$ cat config.mk
export PLATFORM = sky130hd
export DESIGN_NAME = tff_decoder
export DESIGN_NICKNAME = d
export VERILOG_FILES = /design/src/rtl/tff_pkg.sv /design/src/rtl/tff_bit_decode.sv /design/src/rtl/tff_decoder.sv
export SDC_FILE = /design/constraint.sdc
export NUM_CORES = 1
export LEC_CHECK = 0
export ABC_AREA = 0
export CORE_UTILIZATION = 48
export DETAILED_ROUTE_END_ITERATION = 6
export HOLD_SLACK_MARGIN = 0.12
export PLACE_DENSITY_LB_ADDON = 0.25
export SLEW_MARGIN = 15
export SYNTH_ARGS = -nofsm -noshare
export SYNTH_HDL_FRONTEND = slang
export SYNTH_HIERARCHICAL = 1
export SYNTH_SLANG_ARGS = --single-unit
$ cat constraint.sdc
create_clock -name clk -period 2.15 [get_ports clk]
set_input_delay 0.3225 -clock clk [delete_from_list [all_inputs] [get_ports clk]]
set_output_delay 0.3225 -clock clk [all_outputs]
set_load 0.03 [all_outputs]
$ cat src/rtl/tff_pkg.sv
// Shared definitions for the toggle flip-flop decode path.
//   tff_dec_state_t : output holding register state (EMPTY / FULL)
//   TFF_DEC_*       : default word and toggle-counter widths
package tff_pkg;

  typedef enum logic {
    EMPTY = 1'b0,
    FULL  = 1'b1
  } tff_dec_state_t;

  localparam int TFF_DEC_W_DEFAULT  = 8;
  localparam int TFF_DEC_CW_DEFAULT = 16;

endpackage

$ cat src/rtl/tff_bit_decode.sv
// Recovers the T input of a toggle flip-flop from its sampled Q line.
//   clk, rst : clock, synchronous active-high reset
//   q_in     : sampled Q line
//   q_valid  : q_in is meaningful this cycle
//   t        : recovered toggle bit (q_in ^ previous q)
//   t_stb    : t is meaningful this cycle
module tff_bit_decode (
  input  logic clk,
  input  logic rst,
  input  logic q_in,
  input  logic q_valid,
  output logic t,
  output logic t_stb
);

  // Reset to 0 to match the flip-flop's power-up state, so the very first
  // sample decodes correctly.
  logic q_ref;

  always_ff @(posedge clk) begin
    if (rst)          q_ref <= 1'b0;
    else if (q_valid) q_ref <= q_in;
  end

  assign t     = q_in ^ q_ref;
  assign t_stb = q_valid;

endmodule

$ cat src/rtl/tff_decoder.sv
// Toggle-encoded serial line to word stream.
// Recovered bits are packed LSB-first into W-bit words and offered on a
// valid/ready port through a single holding register.
//   clk, rst     : clock, synchronous active-high reset
//   q_in/q_valid : sampled TFF output line and its qualifier
//   data_out     : recovered word (LSB = first bit)
//   data_valid   : data_out holds an unconsumed word
//   data_ready   : consumer accepts when data_valid && data_ready
//   overflow     : sticky, a completed word was dropped
//   toggle_count : recovered 1-bits since reset, saturating
module tff_decoder
  import tff_pkg::*;
#(
  parameter int W  = TFF_DEC_W_DEFAULT,
  parameter int CW = TFF_DEC_CW_DEFAULT
) (
  input  logic          clk,
  input  logic          rst,
  input  logic          q_in,
  input  logic          q_valid,
  output logic [W-1:0]  data_out,
  output logic          data_valid,
  input  logic          data_ready,
  output logic          overflow,
  output logic [CW-1:0] toggle_count
);

  localparam int BCW = (W > 1) ? $clog2(W) : 1;

  logic           t, t_stb;
  logic [BCW-1:0] bit_cnt;
  logic [W-1:0]   sreg;
  logic [W-1:0]   word;
  logic           complete;
  tff_dec_state_t state;

  tff_bit_decode u_bit (
    .clk     (clk),
    .rst     (rst),
    .q_in    (q_in),
    .q_valid (q_valid),
    .t       (t),
    .t_stb   (t_stb)
  );

  assign complete = t_stb && (bit_cnt == BCW'(W - 1));

  // Assembled word including the bit arriving this cycle. Every position is
  // rewritten once per word, so stale bits in sreg never leak through.
  always_comb begin
    word          = sreg;
    word[bit_cnt] = t;
  end

  // Deserializer
  always_ff @(posedge clk) begin
    if (rst) begin
      bit_cnt <= '0;
      sreg    <= '0;
    end else if (t_stb) begin
      sreg    <= word;
      bit_cnt <= complete ? '0 : bit_cnt + 1'b1;
    end
  end

  // Holding register FSM
  always_ff @(posedge clk) begin
    if (rst) begin
      state      <= EMPTY;
      data_out   <= '0;
      data_valid <= 1'b0;
      overflow   <= 1'b0;
    end else begin
      case (state)
        EMPTY: begin
          if (complete) begin
            data_out   <= word;
            data_valid <= 1'b1;
            state      <= FULL;
          end
        end
        FULL: begin
          if (complete) begin
            // Old word leaves and new one lands in the same cycle when the
            // consumer is ready; otherwise the new word is the one dropped.
            if (data_ready) data_out <= word;
            else            overflow <= 1'b1;
          end else if (data_ready) begin
            data_valid <= 1'b0;
            state      <= EMPTY;
          end
        end
        default: begin
          state      <= EMPTY;
          data_valid <= 1'b0;
        end
      endcase
    end
  end

  // Saturating toggle counter
  always_ff @(posedge clk) begin
    if (rst)                                 toggle_count <= '0;
    else if (t_stb && t && ~&toggle_count)   toggle_count <= toggle_count + 1'b1;
  end

endmodule

### After elaboration in Yosys (flattened, before gate mapping)

Index checks and enable logic that the tools add are counted.

| storage, ports and cells | value |
|---|---|
| register bits | 39 |
| input port bits | 5 |

| cells by class | value |
|---|---|
| $add $sub $neg | 2 |
| magnitude comparators | 2 |
| eq/ne operators | 5 |
| mux-type cells | 16 |
| bitwise logic cells | 3 |
| reduce and logical (&&, ||, !) cells | 9 |

Operator list:

| operator | number |
|---|---|
| 2-to-1 mux 8 bit | 3 |
| adder 16 x 1 -> 16 bit (second input constant) | 1 |
| case mux 8 bit (2 select lines) | 1 |
| AND reduction 16 bit | 1 |
| AND reduction 3 bit | 3 |
| bitwise mux 8 bit | 1 |
| inequality test 2 bit (second input constant) | 4 |
| 2-to-1 mux 1 bit | 7 |
| logical AND 1 bit | 4 |
| less-than comparator 3 x 4 -> 1 bit (second input constant) | 1 |
| case mux 1 bit (2 select lines) | 2 |
| adder 3 x 1 -> 3 bit (second input constant) | 1 |
| demux 1 bit (select 3 bit) | 1 |
| equality test 3 bit (second input constant) | 1 |
| >= comparator 3 x 1 -> 1 bit (second input constant) | 1 |
| 2-to-1 mux 3 bit | 1 |
| NOT 1 bit | 2 |
| zero test 1 bit | 1 |
| bitwise XOR 1 bit | 1 |

### Depth between registers and ports, before layout

| depth | value |
|---|---|
| depth after elaboration | 8 |
| gate-level depth with buffers | 9 |
| depth with buffers taken out | 7 |

### Hierarchy

The synthesis kept the hierarchy.

Modules (own cells, without submodules):

| module | instances | cells each | area an instance (um^2) |
|---|---|---|---|
| tff_decoder | 1 | 225 | 1,921.8 |
| tff_bit_decode | 1 | 5 | 50.0 |

### Least setup slack after synthesis

OpenSTA, ideal clock, no wires.

| timing path | value |
|---|---|
| path type | input to register |
| start point | input port q_valid |
| end point | register data_out[7] |
| library setup time | 0.086 ns |
| arrival | 2.002 ns |
| setup slack | 0.063 ns |
| stages | 9 |
| cell sequence | buf_4 > buf_2 > clkbuf_1 > nand2_1 > ha_1 > nor3_2 > clkbuf_1 > nor2_1 > a211oi_1 |

| between the ends | value |
|---|---|
| cells in the longest elaborated chain, start to end | 3 |
| elaborated cells on any way between the ends | 4 |
| those cells by class | eq/ne (2); reduce/logical (2) |

Ends and longest elaborated chain:

| element | line | source |
|---|---|---|
| start, declared | tff_decoder.sv:20 | `input logic q_valid,` |
| logical AND 1 bit * | tff_decoder.sv:46 | `assign complete = t_stb && (bit_cnt == BCW'(W - 1));` |
| inequality test 2 bit (no line) | -- |  |
| AND reduction 3 bit (no line) * | -- |  |
| end signal, assigned | tff_decoder.sv:77 | `data_out <= word;` |
| end signal, assigned | tff_decoder.sv:86 | `if (data_ready) data_out <= word;` |
| end, declared | tff_decoder.sv:21 | `output logic [W-1:0] data_out,` |

Mark *: on every way between the ends. The rest lies on a longest branch, timed or not.
A chain may end at the register's enable or synchronous reset.

### Final worst setup path

| timing path | value |
|---|---|
| start point | input port q_in |
| end point | register toggle_count[9] |

| between the ends | value |
|---|---|
| cells in the longest elaborated chain, start to end | 3 |

Ends and longest elaborated chain:

| element | line | source |
|---|---|---|
| start, declared | tff_decoder.sv:19 | `input logic q_in,` |
| bitwise XOR 1 bit | tff_bit_decode.sv:25 | `assign t = q_in ^ q_ref;` |
| named net t | tff_decoder.sv:30 | `logic t, t_stb;` |
| logical AND 1 bit (2 in series) | tff_decoder.sv:104 | `else if (t_stb && t && ~&toggle_count) toggle_count <= toggle_count + 1'b1;` |
| end signal, assigned | tff_decoder.sv:104 |  |
| end, declared | tff_decoder.sv:25 | `output logic [CW-1:0] toggle_count` |

The timed path passes the listed nets, and every way through them passes these cells.

==> impl_metrics.csv <==
group,metric,value,unit
power,switching_share_of_power,23.6,%
drt,total_via_count_after_detailed_routing,1756,
timing,finalSetupViolCount,0,
power,internal_power,0.00118,W
synthesis,synth_cells,230,
global_route,grt_start_max_net_pins,29,
die,io_pins,31,
clocking,post_cts.resized_instances,0,
clocking,cts-hold-fix-buffers,0,
power,p_leak,0.936,nW
timing,finalHoldViolCount,0,
timing,skew,0.00493,ns
setup_path,crit_family,"simple AND/OR/NAND/NOR gates",
drt,detailedRoute.firstPassIterationCount,4,
placement,numPortBuffers,30,
drt,post_drt_via_cell_ratio,5.54,
timing,post-route-min-period,1.96,ns
synthesis,synth_warnings,6,
finish,num-fill-cells,338,
setup_path,ff2ff_path_depth,6,
setup_path,reg2reg_to,"toggle_count[0]",
setup_path,worst_setup_path_start_kind,"input port",
timing,finalSetupTns,0,ns
hold_path,worstHoldPathCells,2,
clocking,ctsRootBufferMaster,"sky130_fd_sc_hd__clkbuf_8",
setup_path,required,2.34,ns
timing,timing.final.ws_setup,0.186,ns
timing,timing_max_transition_violations_final,0,
hold_path,holdCritStartpoint,"sreg[6]",
setup_path,timing.critical_path.arrival,2.15,ns
clocking,tritoncts,"done",
setup_path,cp_slowest_cell,"sky130_fd_sc_hd__clkdlybuf4s50_1",
setup_path,worst_stage_delay_on_the_critical_path,0.49,ns
setup_path,crit-reg2reg-launch,"toggle_count[0]",
power,pwr_density_cell,617,mW/mm2
die,placeableCoreArea,0.00380,mm2
global_route,grt_antenna_before_repair,0,
timing,worstMarginPinSlew,0.410,ns
drt,wire_per_inst,13.4,um
global_route,grt_pass1_wl,7290,um
die,initial_util,51.9,%
synthesis,synthesis.area_per_instance,8.57,um2
power,p_clk_share,41.0,%
finish,diodes,0,
setup_path,r2r_slack,0.29,ns
clocking,cts.path.max_buffers,2,
timing,finalHoldWorstSlack,0.483,ns
power,seq_power_share,48.8,%
placement,final_hpwl_dp,2960,um
placement,dp_worst_setup_slack,-0.0995,ns
synthesis,synth.lib_cells_used.distinct,43,
clocking,worst_skew_pair.late_latency,0.30,ns
hold_path,hold_path_class,"flop to flop",
finish,fin_util,66.0,%
drt,first_iter_violations,120,
synthesis,synth_area,0.00197,mm2
clocking,clkTransAtPathRegs,0.07,ns
synthesis,synth_nets,240,
setup_path,crit_path_max_fanout,6,
clocking,number_of_cts_inserted_buffers,5,
drt,post_detailed_route_drc_marker_count,0,
die,design.die.area,0.00437,mm2
clocking,cts_h_tree_lvls,2,
hold_path,min_to,"data_out[6]",
timing,grt_setup_unrepaired,"no",
clocking,post-cts-setup-buffer-count,0,
placement,gp_congestion,0.734,
setup_path,cp_cell_sequence,"clkdlybuf4s50_1 -> xor2_1 -> nand4_1 -> nor4_1 -> mux2_2",
die,chipWidth,66.1,um
power,comb_power_share,10.2,%
die,die_height,66.1,um
finish,design.final.nets,278,
finish,area_delta_synth_final,27.2,%
synthesis,synth.largest_area_cell,"sky130_fd_sc_hd__dfxtp_1",
clocking,cts_sinks,39,
global_route,first_global_vias,1588,
status,run_status,"finished, final reports clean",
power,ir_drop,0.000480,V
global_route,grt_util_all_layers,22.0,%
finish,fraction_of_final_layout_cells_with_drive_strength_greater_than_1,12.6,%
die,std_cell_rows,22,
synthesis,area_contributors_post_synth,"sky130_fd_sc_hd__dfxtp_1 (40%), sky130_fd_sc_hd__mux2i_1 (8.1%), sky130_fd_sc_hd__nor2_1 (6.3%)",
setup_path,critical_path_buf_inv_count,1,
synthesis,post-synth-top-area-fraction,39.6,%
setup_path,critical_path.endpoint_type,"flop",
drt,drt_wl_total,4230,um
synthesis,part_of_the_yosys_area_used_for_sequential_elements,39.6,%
timing,relSlewSlack,72.4,%
setup_path,path_class,"input port to flop",
timing,fin_crit_sh,91.3,%
synthesis,synth.ff_latch_count,39,
job,max-cap-violations,0,
global_route,global_route.overflow_total,0,
power,p_sw,0.000366,W
drt,antenna_left,0,
timing,achievable_freq,509,MHz
[flip-flops by register name (all words and copies together) (netlist names)]
register and cells:
toggle_count 16, data_out 8, sreg 8, bit_cnt 3
data_valid 1, overflow 1, state 1, u_bit/q_ref 1
[power by group through the flow]
stage | clock, W | sequential [W] | combinational, W
global route | 0.000674 | 0.000759 | 0.000175
global placement | 0 | 0.000771 | 0.000154
finish | 0.000635 | 0.000756 | 0.000157
detailed placement | 0 | 0.000773 | 0.000157
floorplan | 0 | 0.000782 | 0.0000904
CTS | 0.000646 | 0.000756 | 0.000158
[metrics by stage]
step	cells	power (W)	instance area [um2]
3_3_place_gp	309	0.000925	2390
6_report	317	0.00155	2510
4_1_cts	317	0.00156	2510
5_1_grt	317	0.00161	2510
3_5_place_dp	309	0.000929	2390
2_1_floorplan	230	0.000873	1970
[cell type report]
class	count	area (um2)	share of cell area (%)
Inverter	6	22.5	0.898
Tap cell	48	60.1	2.39
Multi-Input combinational cell	168	1080	43.0
Clock inverter	2	35.0	1.40
Sequential cell	39	781	31.1
Timing Repair Buffer	48	448	17.9
Clock buffer	6	82.6	3.29
[tightest hold or removal path, cell delays in order (launching register included)]
cell	delay, ns
sky130_fd_sc_hd__dfxtp_1	0.31
sky130_fd_sc_hd__nand2_1	0.05
sky130_fd_sc_hd__a311oi_1	0.07
[Yosys cell counts]
master / n
sky130_fd_sc_hd__nand4_2: 1
sky130_fd_sc_hd__a2111oi_2: 1
sky130_fd_sc_hd__and2b_1: 1
sky130_fd_sc_hd__nand2_1: 20
sky130_fd_sc_hd__inv_1: 6
sky130_fd_sc_hd__and4_1: 1
sky130_fd_sc_hd__ha_1: 5
sky130_fd_sc_hd__a22o_1: 1
sky130_fd_sc_hd__nor3b_1: 1
sky130_fd_sc_hd__o31ai_1: 3
sky130_fd_sc_hd__nand3_1: 10
sky130_fd_sc_hd__buf_4: 4
sky130_fd_sc_hd__buf_6: 1
sky130_fd_sc_hd__nor3_2: 2
sky130_fd_sc_hd__nor3_1: 4
sky130_fd_sc_hd__and3_1: 2
sky130_fd_sc_hd__dfxtp_1: 39
sky130_fd_sc_hd__nor4_1: 5
sky130_fd_sc_hd__clkbuf_1: 9
sky130_fd_sc_hd__buf_2: 2
sky130_fd_sc_hd__a22oi_1: 1
sky130_fd_sc_hd__a211oi_1: 12
sky130_fd_sc_hd__and3b_1: 1
sky130_fd_sc_hd__buf_1: 1
sky130_fd_sc_hd__a311oi_1: 2
sky130_fd_sc_hd__a31oi_1: 2
sky130_fd_sc_hd__mux2i_1: 16
sky130_fd_sc_hd__nand2b_1: 2
sky130_fd_sc_hd__nor2b_1: 7
sky130_fd_sc_hd__xor2_1: 1
sky130_fd_sc_hd__a32oi_1: 1
sky130_fd_sc_hd__or4_1: 3
sky130_fd_sc_hd__nand3b_1: 3
sky130_fd_sc_hd__nand4_1: 5
sky130_fd_sc_hd__or3_1: 2
sky130_fd_sc_hd__nand4b_1: 1
sky130_fd_sc_hd__nand3_2: 1
sky130_fd_sc_hd__mux2_2: 2
sky130_fd_sc_hd__nor2_1: 33
sky130_fd_sc_hd__a311o_1: 1
sky130_fd_sc_hd__o21ai_0: 4
sky130_fd_sc_hd__a21oi_1: 10
sky130_fd_sc_hd__nor4_4: 1
[cells by family after synthesis]
group | after synthesis | share of synthesized area [%]
simple gates | 106 | 28.6
compound gates | 38 | 13.3
mux | 18 | 9.26
flops | 39 | 39.6
xor+xnor | 1 | 0.444
buf+inv | 23 | 5.65
fa+ha+maj | 5 | 3.17
[cell usage in the layout, fill, tap and decap left out, types with 2 or more instances in the layout]
cell / synthesis / layout
sky130_fd_sc_hd__dfxtp_1: 39 / 39
sky130_fd_sc_hd__nor2_1: 33 / 33
sky130_fd_sc_hd__clkdlybuf4s50_1: 0 / 30
sky130_fd_sc_hd__nand2_1: 20 / 20
sky130_fd_sc_hd__buf_4: 4 / 17
sky130_fd_sc_hd__mux2i_1: 16 / 16
sky130_fd_sc_hd__a211oi_1: 12 / 12
sky130_fd_sc_hd__nand3_1: 10 / 10
sky130_fd_sc_hd__a21oi_1: 10 / 10
sky130_fd_sc_hd__nor2b_1: 7 / 7
sky130_fd_sc_hd__inv_1: 6 / 6
sky130_fd_sc_hd__clkbuf_8: 0 / 6
sky130_fd_sc_hd__nand4_1: 5 / 5
sky130_fd_sc_hd__nor4_1: 5 / 5
sky130_fd_sc_hd__ha_1: 5 / 5
sky130_fd_sc_hd__nor3_1: 4 / 4
sky130_fd_sc_hd__o21ai_0: 4 / 4
sky130_fd_sc_hd__o31ai_1: 3 / 3
sky130_fd_sc_hd__or4_1: 3 / 3
sky130_fd_sc_hd__nand3b_1: 3 / 3
sky130_fd_sc_hd__nor3_2: 2 / 2
sky130_fd_sc_hd__a311oi_1: 2 / 2
sky130_fd_sc_hd__mux2_2: 2 / 2
sky130_fd_sc_hd__and3_1: 2 / 2
sky130_fd_sc_hd__nand2b_1: 2 / 2
sky130_fd_sc_hd__a31oi_1: 2 / 2
sky130_fd_sc_hd__or3_1: 2 / 2
[worst max path at each step]
| stage | from | endpoint | depth (start not counted) |
|---|---|---|---|
| 3_3_place_gp | q_in | toggle_count[13] | 7 |
| 6_report | q_in | toggle_count[9] | 5 |
| 2_1_floorplan | q_valid | data_out[7] | 9 |
| 3_5_place_dp | q_in | toggle_count[9] | 5 |
| 5_1_grt | q_in | toggle_count[14] | 7 |
| 4_1_cts | q_in | toggle_count[9] | 5 |
[per-layer routing]
metal  global-route usage (%)  wire length [um]
met5                        0                 0
met3                     4.66               194
met1                     27.4              2000
met2                     36.4              1990
met4                     9.57                53
Power figures use the tool's default switching activity.
